[config.mk]
export PLATFORM = sky130hd
export DESIGN_NAME = stage_text_sequencer
export DESIGN_NICKNAME = d
export VERILOG_FILES = /design/src/rtl/stage_text_sequencer.sv
export SDC_FILE = /design/constraint.sdc
export NUM_CORES = 1
export LEC_CHECK = 0
export BUFFER_PORTS_ARGS = -buffer_cell sky130_fd_sc_hd__clkbuf_2
export CAP_MARGIN = 20
export CELL_PAD_IN_SITES_DETAIL_PLACEMENT = 0
export CELL_PAD_IN_SITES_GLOBAL_PLACEMENT = 1
export CORE_MARGIN = 5
export CORE_UTILIZATION = 45
export CTS_CLUSTER_SIZE = 12
export DETAILED_ROUTE_END_ITERATION = 16
export PLACE_DENSITY_LB_ADDON = 0.1
export SLEW_MARGIN = 20
export SYNTH_ARGS = -nofsm -noshare
export SYNTH_HDL_FRONTEND = slang
export SYNTH_SLANG_ARGS = --single-unit
[constraint.sdc]
create_clock -name clk -period 21.4 [get_ports clk]
set_input_delay 4.28 -clock clk [delete_from_list [all_inputs] [get_ports clk]]
set_output_delay 4.28 -clock clk [all_outputs]
set_load 0.02 [all_outputs]
[src/rtl/stage_text_sequencer.sv]
// Stage text sequencer for the VGA pipeline debug display.
// On a refresh tick it snapshots every stage's instruction and valid bit. It then
// walks the stages one at a time through the shared decoder and streams each
// decoded mnemonic into the text RAM, one stage per row.
module stage_text_sequencer #(
    parameter int NUM_STAGES = 5,
    parameter int STR_CHARS  = 10,
    parameter int COLS       = 80,
    parameter int BASE_ADDR  = 0,
    parameter int ADDR_W     = 12
) (
    input  logic                      clk,
    input  logic                      reset,
    input  logic                      refresh_tick,
    input  logic [32*NUM_STAGES-1:0]  stage_instr,
    input  logic [NUM_STAGES-1:0]     stage_valid,
    output logic [31:0]               dec_instr,
    input  logic [8*STR_CHARS-1:0]    dec_str,
    output logic                      txt_we,
    output logic [ADDR_W-1:0]         txt_addr,
    output logic [7:0]                txt_data,
    input  logic                      txt_ready,
    output logic                      busy,
    output logic                      sweep_done
);

    localparam int IDX_W = (NUM_STAGES > 1) ? $clog2(NUM_STAGES) : 1;
    localparam int CH_W  = (STR_CHARS > 1) ? $clog2(STR_CHARS) : 1;
    localparam int BUF_W = 8 * STR_CHARS;

    localparam logic [IDX_W-1:0] LAST_IDX = IDX_W'(NUM_STAGES - 1);
    localparam logic [CH_W-1:0]  LAST_CH  = CH_W'(STR_CHARS - 1);
    localparam logic [7:0]       CH_DASH  = 8'h2D;
    localparam logic [7:0]       CH_SPACE = 8'h20;

    typedef enum logic [2:0] {
        IDLE,
        LOAD,
        CAPT,
        WRITE,
        DONE
    } state_t;

    state_t                state_q, state_d;
    logic                  pending_q, pending_d;
    logic [IDX_W-1:0]      idx_q, idx_d;
    logic [CH_W-1:0]       c_q, c_d;
    logic [31:0]           dec_instr_q, dec_instr_d;
    logic [BUF_W-1:0]      buf_q, buf_d;
    logic [31:0]           shadow_instr_q [NUM_STAGES];
    logic [NUM_STAGES-1:0] shadow_valid_q;
    logic                  snap_en;

    // Row-major text RAM address of (row, column), wrapped to the RAM width.
    function automatic logic [ADDR_W-1:0] write_addr(input logic [IDX_W-1:0] row,
                                                     input logic [CH_W-1:0]  col);
        logic [31:0] full;
        full = 32'(BASE_ADDR) + 32'(row) * 32'(COLS) + 32'(col);
        return full[ADDR_W-1:0];
    endfunction

    // The decoder left-pads short mnemonics with NULs; show those as blanks.
    function automatic logic [7:0] blank_nul(input logic [7:0] ch);
        return (ch == 8'h00) ? CH_SPACE : ch;
    endfunction

    // Next-state logic and write-port outputs; the character buffer shifts left
    // on every accepted write so the outgoing character is always its top byte.
    always_comb begin
        state_d     = state_q;
        pending_d   = pending_q;
        idx_d       = idx_q;
        c_d         = c_q;
        dec_instr_d = dec_instr_q;
        buf_d       = buf_q;
        snap_en     = 1'b0;
        txt_we      = 1'b0;
        txt_addr    = '0;
        txt_data    = '0;

        // Ticks that arrive mid-sweep (DONE included) collapse into one request.
        if (refresh_tick && (state_q != IDLE)) begin
            pending_d = 1'b1;
        end

        unique case (state_q)
            IDLE: begin
                if (refresh_tick || pending_q) begin
                    state_d   = LOAD;
                    snap_en   = 1'b1;
                    idx_d     = '0;
                    pending_d = 1'b0;
                end
            end
            LOAD: begin
                dec_instr_d = shadow_instr_q[idx_q];
                state_d     = CAPT;
            end
            CAPT: begin
                buf_d   = shadow_valid_q[idx_q] ? dec_str : {STR_CHARS{CH_DASH}};
                c_d     = '0;
                state_d = WRITE;
            end
            WRITE: begin
                txt_we   = 1'b1;
                txt_addr = write_addr(idx_q, c_q);
                txt_data = blank_nul(buf_q[BUF_W-1 -: 8]);
                if (txt_ready) begin
                    buf_d = buf_q << 8;
                    if (c_q == LAST_CH) begin
                        if (idx_q == LAST_IDX) begin
                            state_d = DONE;
                        end else begin
                            idx_d   = idx_q + 1'b1;
                            state_d = LOAD;
                        end
                    end else begin
                        c_d = c_q + 1'b1;
                    end
                end
            end
            DONE: begin
                state_d = IDLE;
            end
            default: begin
                state_d = IDLE;
            end
        endcase
    end

    // Control registers; reset aborts any sweep and drops a queued request.
    always_ff @(posedge clk) begin
        if (reset) begin
            state_q     <= IDLE;
            pending_q   <= 1'b0;
            idx_q       <= '0;
            c_q         <= '0;
            dec_instr_q <= '0;
        end else begin
            state_q     <= state_d;
            pending_q   <= pending_d;
            idx_q       <= idx_d;
            c_q         <= c_d;
            dec_instr_q <= dec_instr_d;
        end
    end

    // Data registers: stage snapshot taken at sweep start, and the character buffer.
    always_ff @(posedge clk) begin
        buf_q <= buf_d;
        if (snap_en) begin
            for (int k = 0; k < NUM_STAGES; k++) begin
                shadow_instr_q[k] <= stage_instr[32*k +: 32];
            end
            shadow_valid_q <= stage_valid;
        end
    end

    assign dec_instr  = dec_instr_q;
    assign busy       = (state_q != IDLE);
    assign sweep_done = (state_q == DONE);

endmodule

==> results.cfg, run 1 <==
[floorplanning]
fp-row-count = 58
die_w_um = 171
core_area_mm2 = 0.0253
die-area_mm2 = 0.0291
initial_core_util = 0.460
pin_count = 304
dieHeight_um = 171

[routing]
drc_errors = 0
postRouteAntennaNets = 0
dr.pass1.iters = 4
post_drt_wl_per_cell_um = 18.2
wirelength_um = 26100
viasPerCell = 5.02
first_iter_violations = 545
dr_total_vias = 7208

[run]
maxCapViolations = 0

[critical_path]
critPathMaxFanout = 88
start_kind = flop
path_class = reg2out
crit_arrival_ns = 3.28
critPathCaptureType = output port
required_ns = 17.12

[synth]
synth-seq-cells = 288
synth.avg_cell_area_um2 = 14.6
postSynthCellCount = 794
ys_warn_count = 0
synth_area_mm2 = 0.0116
yosysUniqueCellTypes = 44
ys_seq_area_frac = 0.708

[placed_design]
io_buffers = 301
place_congestion = 0.766
detailed_place_hpwl_um = 17600
placed_area_mm2 = 0.0133

[cells_and_area]
area_delta_synth_final_pct = 22.5
final_common_cell = clkbuf_2
nets = 1338
antennaDiodeCount = 0
most-common-layout-cells = clkbuf_2 (301), edfxtp_1 (245), nand2_1 (158)
fillers = 2165
fin_area_mm2 = 0.0142
layout-drive-gt1-share = 0.382

[clock_tree]
cts-root-buf = clkbuf_16
cts_buffers = 30
postCtsSetupRepairBufs = 0
clk_pin_slew_ns = 0.06
cts.path.max_buffers = 3
cts.hold.buffers_added = 0
ctsResizeCount = 0
cts.sinks = 288
tritoncts = done
cts_max_level = 1
insertion_delay_ns = 0.55

[sta]
period_needed_ns = 7.56
maxSlewViolCount = 0
rsz0062_at_grt = false
fmax_mhz = 132
finalCritPeriodShare = 0.353
relSlewSlack = 0.293
hold_viol_final = 0
tightestPinTransition_ns = 1.06
clock-skew-final_ns = 0.0165
setup_tns_ns = 0
setup_viol = 0

[grt]
grt_pass1_vias = 7462
grt_max_degree = 89
grt-ovfl-total = 0
antenna_found_initial = 2
track_usage = 0.174
grt_pass1_wl_um = 39800

[pwr]
pwr_density_cell_mw_per_mm2 = 90.3
vdd_ir_drop_max_v = 0.0000730
leakagePower_nw = 5.42

[hold_path]
min_path_type = reg2reg

[run_status]
outcome = complete, no violations
[sequential cells by signal (all words and copies together), names as in the netlist]
signal and count:
buf_q 80, c_q 4, dec_instr 32, idx_q 3
pending_q 1, shadow_instr_q 160, shadow_valid_q 5, state_q 3
[path summary, 6_finish.rpt]
kind,from,endpoint,slack (ns),depth (start not counted)
worst max-delay path,state_q[2],txt_addr[7],13.84,6
worst min register to register,dec_instr[18],dec_instr[18],0.50,2
worst min-delay path,dec_instr[18],dec_instr[18],0.50,2
worst max register to register,state_q[2],shadow_instr_q[1][19],17.71,4
[metal layers]
metal | wire [um] | global-route usage | share of wire
met3 | 2410 | 0.0538 | 0.092
met1 | 10400 | 0.221 | 0.40
met2 | 12700 | 0.296 | 0.49
met5 | 27 | 0 | 0.0010
met4 | 564 | 0.0406 | 0.022
[worst max-delay path: stages (launching register included)]
cell,delay (ns)
dfxtp_1,0.56
nand3b_1,0.16
buf_4,0.68
inv_2,0.43
buf_4,0.45
and2_1,0.25
clkbuf_2,0.15
[final cells by class]
class / count / area (um2) / area share
clock inverters: 9 / 66.3 / 0.00466
inverters: 6 / 22.5 / 0.00158
well taps: 330 / 413 / 0.0290
clock buffers: 47 / 825 / 0.0580
flip-flops and latches: 288 / 8220 / 0.578
repair buffers: 310 / 1570 / 0.111
multi-input cells: 446 / 3100 / 0.218
[logic make-up (layout without fill, tap and decap cells)]
| logic type | after synthesis | in the layout | share of synthesized area |
|---|---|---|---|
| compound gates | 91 | 91 | 0.0590 |
| xor+xnor | 1 | 1 | 0.000755 |
| fa+ha+maj | 7 | 7 | 0.00755 |
| buf+inv | 61 | 372 | 0.0271 |
| flops | 288 | 288 | 0.708 |
| mux | 66 | 66 | 0.0914 |
| other cells | 1 | 2 | 0.000323 |
| simple gates | 279 | 279 | 0.106 |
[where the power goes]
part           internal [mW]  leakage, nW  switching [mW]
logic                 0.0477         2.34          0.0803
clock network          0.265        0.431           0.205
registers              0.672         2.65          0.0149
[Yosys cell counts, drive strengths merged]
cell type,count,area (um2)
a211oi,33,248
a21bo,1,10.0
a21oi,45,338
a31oi,1,6.26
and2,17,106
and3,5,31.3
and4b,1,10.0
buf,35,216
clkbuf,20,75.1
conb,1,3.75
dfxtp,43,861
edfxtp,245,7360
ha,7,87.6
inv,6,22.5
mux2i,34,340
mux4,32,721
nand2,158,593
nand2b,1,6.26
nand3,38,190
nand3b,3,22.5
nand4,1,6.26
nand4b,2,17.5
nor2,38,143
nor2b,2,12.5
nor3,5,36.3
nor3b,1,7.51
nor4,2,12.5
o2111ai,1,8.76
o211a,1,10.0
o211ai,2,15.0
o21a,2,15.0
o21ai,2,10.0
o311ai,1,8.76
o31ai,2,15.0
or2,1,6.26
or3,3,18.8
or3b,1,8.76
xor2,1,8.76
[metrics by stage]
stage          hold WS, ns  total power [mW]  setup WS (ns)  instances   util
2_1_floorplan        0.462             0.784           9.01        795      -
5_1_grt              0.513              1.34          13.54       1436  0.563
4_1_cts              0.500              1.30          13.76       1436  0.563
3_3_place_gp         0.482             0.828          14.07       1380  0.527
6_report             0.497              1.28          13.84       1436  0.563
3_5_place_dp         0.492             0.830          14.06       1380  0.527
Power figures use the tool's default switching activity.
==> run 2: changes to the inputs <==
--- a/config.mk
+++ b/config.mk
@@ -10,7 +10,7 @@
 export CELL_PAD_IN_SITES_DETAIL_PLACEMENT = 0
 export CELL_PAD_IN_SITES_GLOBAL_PLACEMENT = 1
 export CORE_MARGIN = 5
-export CORE_UTILIZATION = 45
+export CORE_UTILIZATION = 38
 export CTS_CLUSTER_SIZE = 12
 export DETAILED_ROUTE_END_ITERATION = 16
 export PLACE_DENSITY_LB_ADDON = 0.1
==> constraint.sdc (replaced) <==
create_clock -name clk -period 6.53 [get_ports clk]
set_input_delay 1.306 -clock clk [delete_from_list [all_inputs] [get_ports clk]]
set_output_delay 1.306 -clock clk [all_outputs]
set_load 0.02 [all_outputs]
==> results.cfg, run 2 (same netlist as run 1, synthesis figures left out) <==
[critical_path]
critPathCaptureType = output port
crit_path_start = state_q[2]
required_ns = 5.22
crit_arrival_ns = 2.48
rr_worst_depth = 5
r2r_slack_ns = 3.90
start_kind = flop
r2r-start = state_q[2]
critical_path.endpoint = txt_addr[9]
critPathMaxFanout = 88
path_class = reg2out
worstReg2RegEnd = buf_q[9]

[routing]
post_drt_wl_per_cell_um = 18.1
dr.pass1.iters = 4
dr_total_vias = 7181
viasPerCell = 4.77
wirelength_um = 27200
first_iter_violations = 333
drc_errors = 0
postRouteAntennaNets = 0

[sta]
relSlewSlack = 0.392
fin_ws_ns = 2.74
fmax_mhz = 264
setup_viol = 0
setup_tns_ns = 0
clock-skew-final_ns = 0.0158
hold_viol_final = 0
maxSlewViolCount = 0
hold_slack_ns = 0.495
period_needed_ns = 3.79
finalCritPeriodShare = 0.580
rsz0062_at_grt = false
tightestPinTransition_ns = 0.912

[floorplanning]
core_area_mm2 = 0.0303
fp-row-count = 64
pin_count = 304
initial_core_util = 0.382
die-area_mm2 = 0.0341
die_w_um = 185
dieHeight_um = 185

[clock_tree]
tritoncts = done
cts_max_level = 1
postCtsSetupRepairBufs = 0
clk_pin_slew_ns = 0.06
ctsResizeCount = 0
cts_buffers = 31
cts.sinks = 288
cts-root-buf = clkbuf_16
cts.hold.buffers_added = 0
insertion_delay_ns = 0.55
cts.path.max_buffers = 3

[pwr]
leakagePower_nw = 5.49
pwr_density_cell_mw_per_mm2 = 302
vdd_ir_drop_max_v = 0.000199
power_mw = 4.35

[grt]
grt-ovfl-total = 0
grt_pass1_vias = 7446
antenna_found_initial = 6
grt_pass1_wl_um = 41000
grt_max_degree = 166
track_usage = 0.154

[cells_and_area]
area_delta_synth_final_pct = 24.3
final_core_util = 0.475
fillers = 2738
regArea_mm2 = 0.00822
most-common-layout-cells = clkbuf_2 (301), edfxtp_1 (245), nand2_1 (158)
antennaDiodeCount = 0
fin_area_mm2 = 0.0144
final_common_cell = clkbuf_2
largest_register_ffs = 160
largest_register = shadow_instr_q
multiInputGateArea_mm2 = 0.00309
fin_cells = 1505
layout-drive-gt1-share = 0.388
nets = 1341

[placed_design]
detailed_place_hpwl_um = 17900
place_congestion = 0.758
place_inst = 1447
io_buffers = 301
dpl_worst_slack_ns = 3.30
placed_area_mm2 = 0.0134

[run_status]
outcome = complete, no violations

[run]
maxCapViolations = 0

[hold_path]
min_path_type = reg2reg
## run 2: cell count changes in the layout (fill, tap and decap cells not counted), sizes merged
cell and delta:
buf +2, bufinv +2, clkbuf -2, inv +1
## run 2: per-layer routing
layer	vias to the layer above	track usage	part of all wire
met3	49	0.0588	0.096
met2	218	0.250	0.47
li1	3534	-	-
met5	-	0	0.0026
met4	12	0.0335	0.019
met1	3368	0.197	0.41
## run 2: worst max-delay path: stages (launching register included)
cell and delay (ns):
dfxtp_1 0.42, nand3b_1 0.24, inv_2 0.11, buf_4 0.64
and2_1 0.24, clkbuf_2 0.17
## run 2: final cells by class
type,instances,share of cell area
clock buffer,45,0.0602
inverter,6,0.00156
multi-input combinational,446,0.214
sequential,288,0.570
tap,396,0.0343
timing repair buffer,312,0.112
clock inverter,12,0.00755
## run 2: how the worst min path moves through the flow
stage                              from       endpoint  slack (ns)  cells past startpoint
after global routing      dec_instr[11]  dec_instr[11]        0.52                      2
final                     dec_instr[12]  dec_instr[12]        0.50                      2
after detailed placement  dec_instr[12]  dec_instr[12]        0.49                      2
after global placement    dec_instr[24]  dec_instr[24]        0.49                      2
after floorplan                  c_q[1]         c_q[1]        0.46                      2
after CTS                 dec_instr[12]  dec_instr[12]        0.50                      2
## run 2: power by group
part | internal (mW) | total, mW | switching, mW | leakage [nW]
combinational | 0.162 | 0.429 | 0.267 | 2.36
clock | 0.994 | 1.68 | 0.685 | 0.481
sequential | 2.20 | 2.25 | 0.0470 | 2.65
total | 3.36 | 4.35 | 0.999 | 5.49
==> run 3: changes to the inputs <==
--- a/config.mk
+++ b/config.mk
@@ -5,12 +5,13 @@
 export SDC_FILE = /design/constraint.sdc
 export NUM_CORES = 1
 export LEC_CHECK = 0
+export ABC_AREA = 1
 export BUFFER_PORTS_ARGS = -buffer_cell sky130_fd_sc_hd__clkbuf_2
 export CAP_MARGIN = 20
 export CELL_PAD_IN_SITES_DETAIL_PLACEMENT = 0
 export CELL_PAD_IN_SITES_GLOBAL_PLACEMENT = 1
 export CORE_MARGIN = 5
-export CORE_UTILIZATION = 38
+export CORE_UTILIZATION = 41
 export CTS_CLUSTER_SIZE = 12
 export DETAILED_ROUTE_END_ITERATION = 16
 export PLACE_DENSITY_LB_ADDON = 0.1
==> constraint.sdc (replaced) <==
create_clock -name clk -period 3.8 [get_ports clk]
set_input_delay 0.76 -clock clk [delete_from_list [all_inputs] [get_ports clk]]
set_output_delay 0.76 -clock clk [all_outputs]
set_load 0.02 [all_outputs]
==> results.cfg, run 3 <==
[run_status]
outcome = complete, no violations

[grt]
grt_pass1_wl_um = 46500
grt_max_degree = 77
track_usage = 0.179
grt_pass1_vias = 8553
antenna_found_initial = 3
grt-ovfl-total = 0

[critical_path]
required_ns = 3.04
start_kind = flop
path_class = reg2out
slowest_delay_ns = 0.88
critPathCaptureType = output port
critPathMaxFanout = 42
crit_arrival_ns = 2.35
critPathSlowestCell = dfxtp_2
crit_path_cell_trace = ha_1, ha_1, ha_1, inv_1, nor2_1, clkbuf_2
cp_common_cell = ha_1

[pwr]
pwr_density_cell_mw_per_mm2 = 714
power_mw = 10.4
combPwrFrac = 0.257
switchingPower_mw = 3.36
vdd_ir_drop_max_v = 0.000391
cellInternalPower_mw = 7.05
leakagePower_nw = 6.33
power_frac_clock = 0.264
p_sw_frac = 0.322
power.share.sequential = 0.479

[clock_tree]
tritoncts = done
cts_buffers = 31
ctsResizeCount = 0
insertion_delay_ns = 0.55
cts.sinks = 288
cts.path.max_buffers = 3
postCtsSetupRepairBufs = 0
clk_pin_slew_ns = 0.06
cts.hold.buffers_added = 0
cts_max_level = 1
cts-root-buf = clkbuf_16

[synth]
yosysUniqueCellTypes = 28
synth-async-reset-ratio = 0
synth_enable_flop_cells = 245
ys_warn_count = 0
synth_area_mm2 = 0.0118
synth.avg_cell_area_um2 = 10.9
ys_top_cells_by_count = nand2_1 (277), edfxtp_1 (245), nor2_1 (104)
synth_top_area_frac = 0.623
synth_top_area_cell = edfxtp_1
synth_ff_type = edfxtp_1
yosysMostFrequentCell = nand2_1
postSynthCellCount = 1083
ys_seq_area_frac = 0.696
synth_area_leaders = edfxtp_1 (62%), nand2_1 (8.8%), dfxtp_1 (7.3%)
synth-seq-cells = 288

[hold_path]
min_path_type = in2reg

[cells_and_area]
final_common_cell = clkbuf_2
area_delta_synth_final_pct = 23.5
fin_area_mm2 = 0.0146
nets = 1626
largest_register_ffs = 160
fillers = 2689
largest_register = shadow_instr_q
layout-drive-gt1-share = 0.274
most-common-layout-cells = clkbuf_2 (301), nand2_1 (277), edfxtp_1 (245)
multiInputGateArea_mm2 = 0.00299
regArea_mm2 = 0.00822

[sta]
finalCritPeriodShare = 0.817
maxSlewViolCount = 0
setup_viol = 0
fmax_mhz = 322
hold_viol_final = 0
setup_tns_ns = 0
relSlewSlack = 0.316
clock-skew-final_ns = 0.0123
period_needed_ns = 3.11
rsz0062_at_grt = false
tightestPinTransition_ns = 1.02

[routing]
post_drt_wl_per_cell_um = 17.0
first_iter_violations = 450
wirelength_um = 30300
dr_total_vias = 8554
dr.pass1.iters = 6
viasPerCell = 4.81
drc_errors = 0
postRouteAntennaNets = 0

[floorplanning]
die-area_mm2 = 0.0323
dieHeight_um = 180
core_area_mm2 = 0.0285
initial_core_util = 0.413
fp-row-count = 62
die_w_um = 180
pin_count = 304

[placed_design]
place_congestion = 0.784
placed_area_mm2 = 0.0137
io_buffers = 301
detailed_place_hpwl_um = 20200

[run]
maxCapViolations = 0
## run 3: cell count changes in the layout (fill, tap and decap cells not counted), sizes merged, moves of 32 or more
cell / before / now
mux2i: 34 / 0
o22ai: 0 / 32
o21ai: 2 / 99
nand2: 158 / 278
a211oi: 33 / 0
nor2: 38 / 106
inv: 7 / 75
mux4: 32 / 0
## run 3: cell families after synthesis
group | after synthesis | share of synthesized area
flops | 288 | 0.696
xor+xnor | 2 | 0.00148
simple gates | 434 | 0.150
other cells | 1 | 0.000318
compound gates | 208 | 0.0920
fa+ha+maj | 7 | 0.00742
buf+inv | 143 | 0.0527
## run 3: final timing paths
check | start | endpoint | slack (ns) | depth (start not counted)
setup / recovery | idx_q[0] | txt_addr[8] | 0.69 | 6
hold / removal | stage_instr[6] | shadow_instr_q[0][6] | 0.38 | 1
setup reg to reg | idx_q[0] | buf_q[1] | 1.16 | 9
hold reg to reg | c_q[3] | c_q[3] | 0.49 | 2
## run 3: per-stage QoR
stage | setup WS [ns] | util | hold WS (ns) | cells
detailed placement | 1.10 | 0.478 | 0.476 | 1721
CTS | 0.651 | 0.510 | 0.351 | 1776
global route | 0.554 | 0.510 | 0.352 | 1777
floorplan | 0.0686 | - | 0.447 | 1084
finish | 0.695 | 0.511 | 0.378 | 1778
global placement | 1.15 | 0.478 | 0.474 | 1721
## run 3: area by class of cell
class | instances | share of cell area
Antenna cell | 2 | 0.000343
Clock buffer | 50 | 0.0609
Sequential cell | 288 | 0.564
Tap cell | 384 | 0.0330
Clock inverter | 5 | 0.00172
Timing Repair Buffer | 319 | 0.115
Inverter | 77 | 0.0199
Multi-Input combinational cell | 653 | 0.205
## run 3: critical path: cells and delay by family, from the launching register on
family                     cells  cell delay, ns
DFF                            1            0.88
adders and majority gates      3            0.66
buffers and inverters          2            0.22
and+or+nand+nor                1            0.04
## run 3: routing by layer
metal / vias up / wire (um) / share of wire / GRT usage
met1: 3986 / 13000 / 0.43 / 0.228
met2: 246 / 14500 / 0.48 / 0.303
met3: 41 / 2220 / 0.073 / 0.0530
met4: 4 / 575 / 0.019 / 0.0421
met5: - / 27 / 0.00089 / 0
li1: 4277 / - / - / -
## run 3: power by group through the flow
stage | Sequential, mW | Clock [mW] | Combinational (mW)
finish | 4.98 | 2.75 | 2.68
CTS | 4.99 | 2.82 | 2.74
global route | 5.07 | 2.95 | 3.02
detailed placement | 5.05 | 0 | 2.73
floorplan | 5.21 | 0 | 1.66
global placement | 5.03 | 0 | 2.69
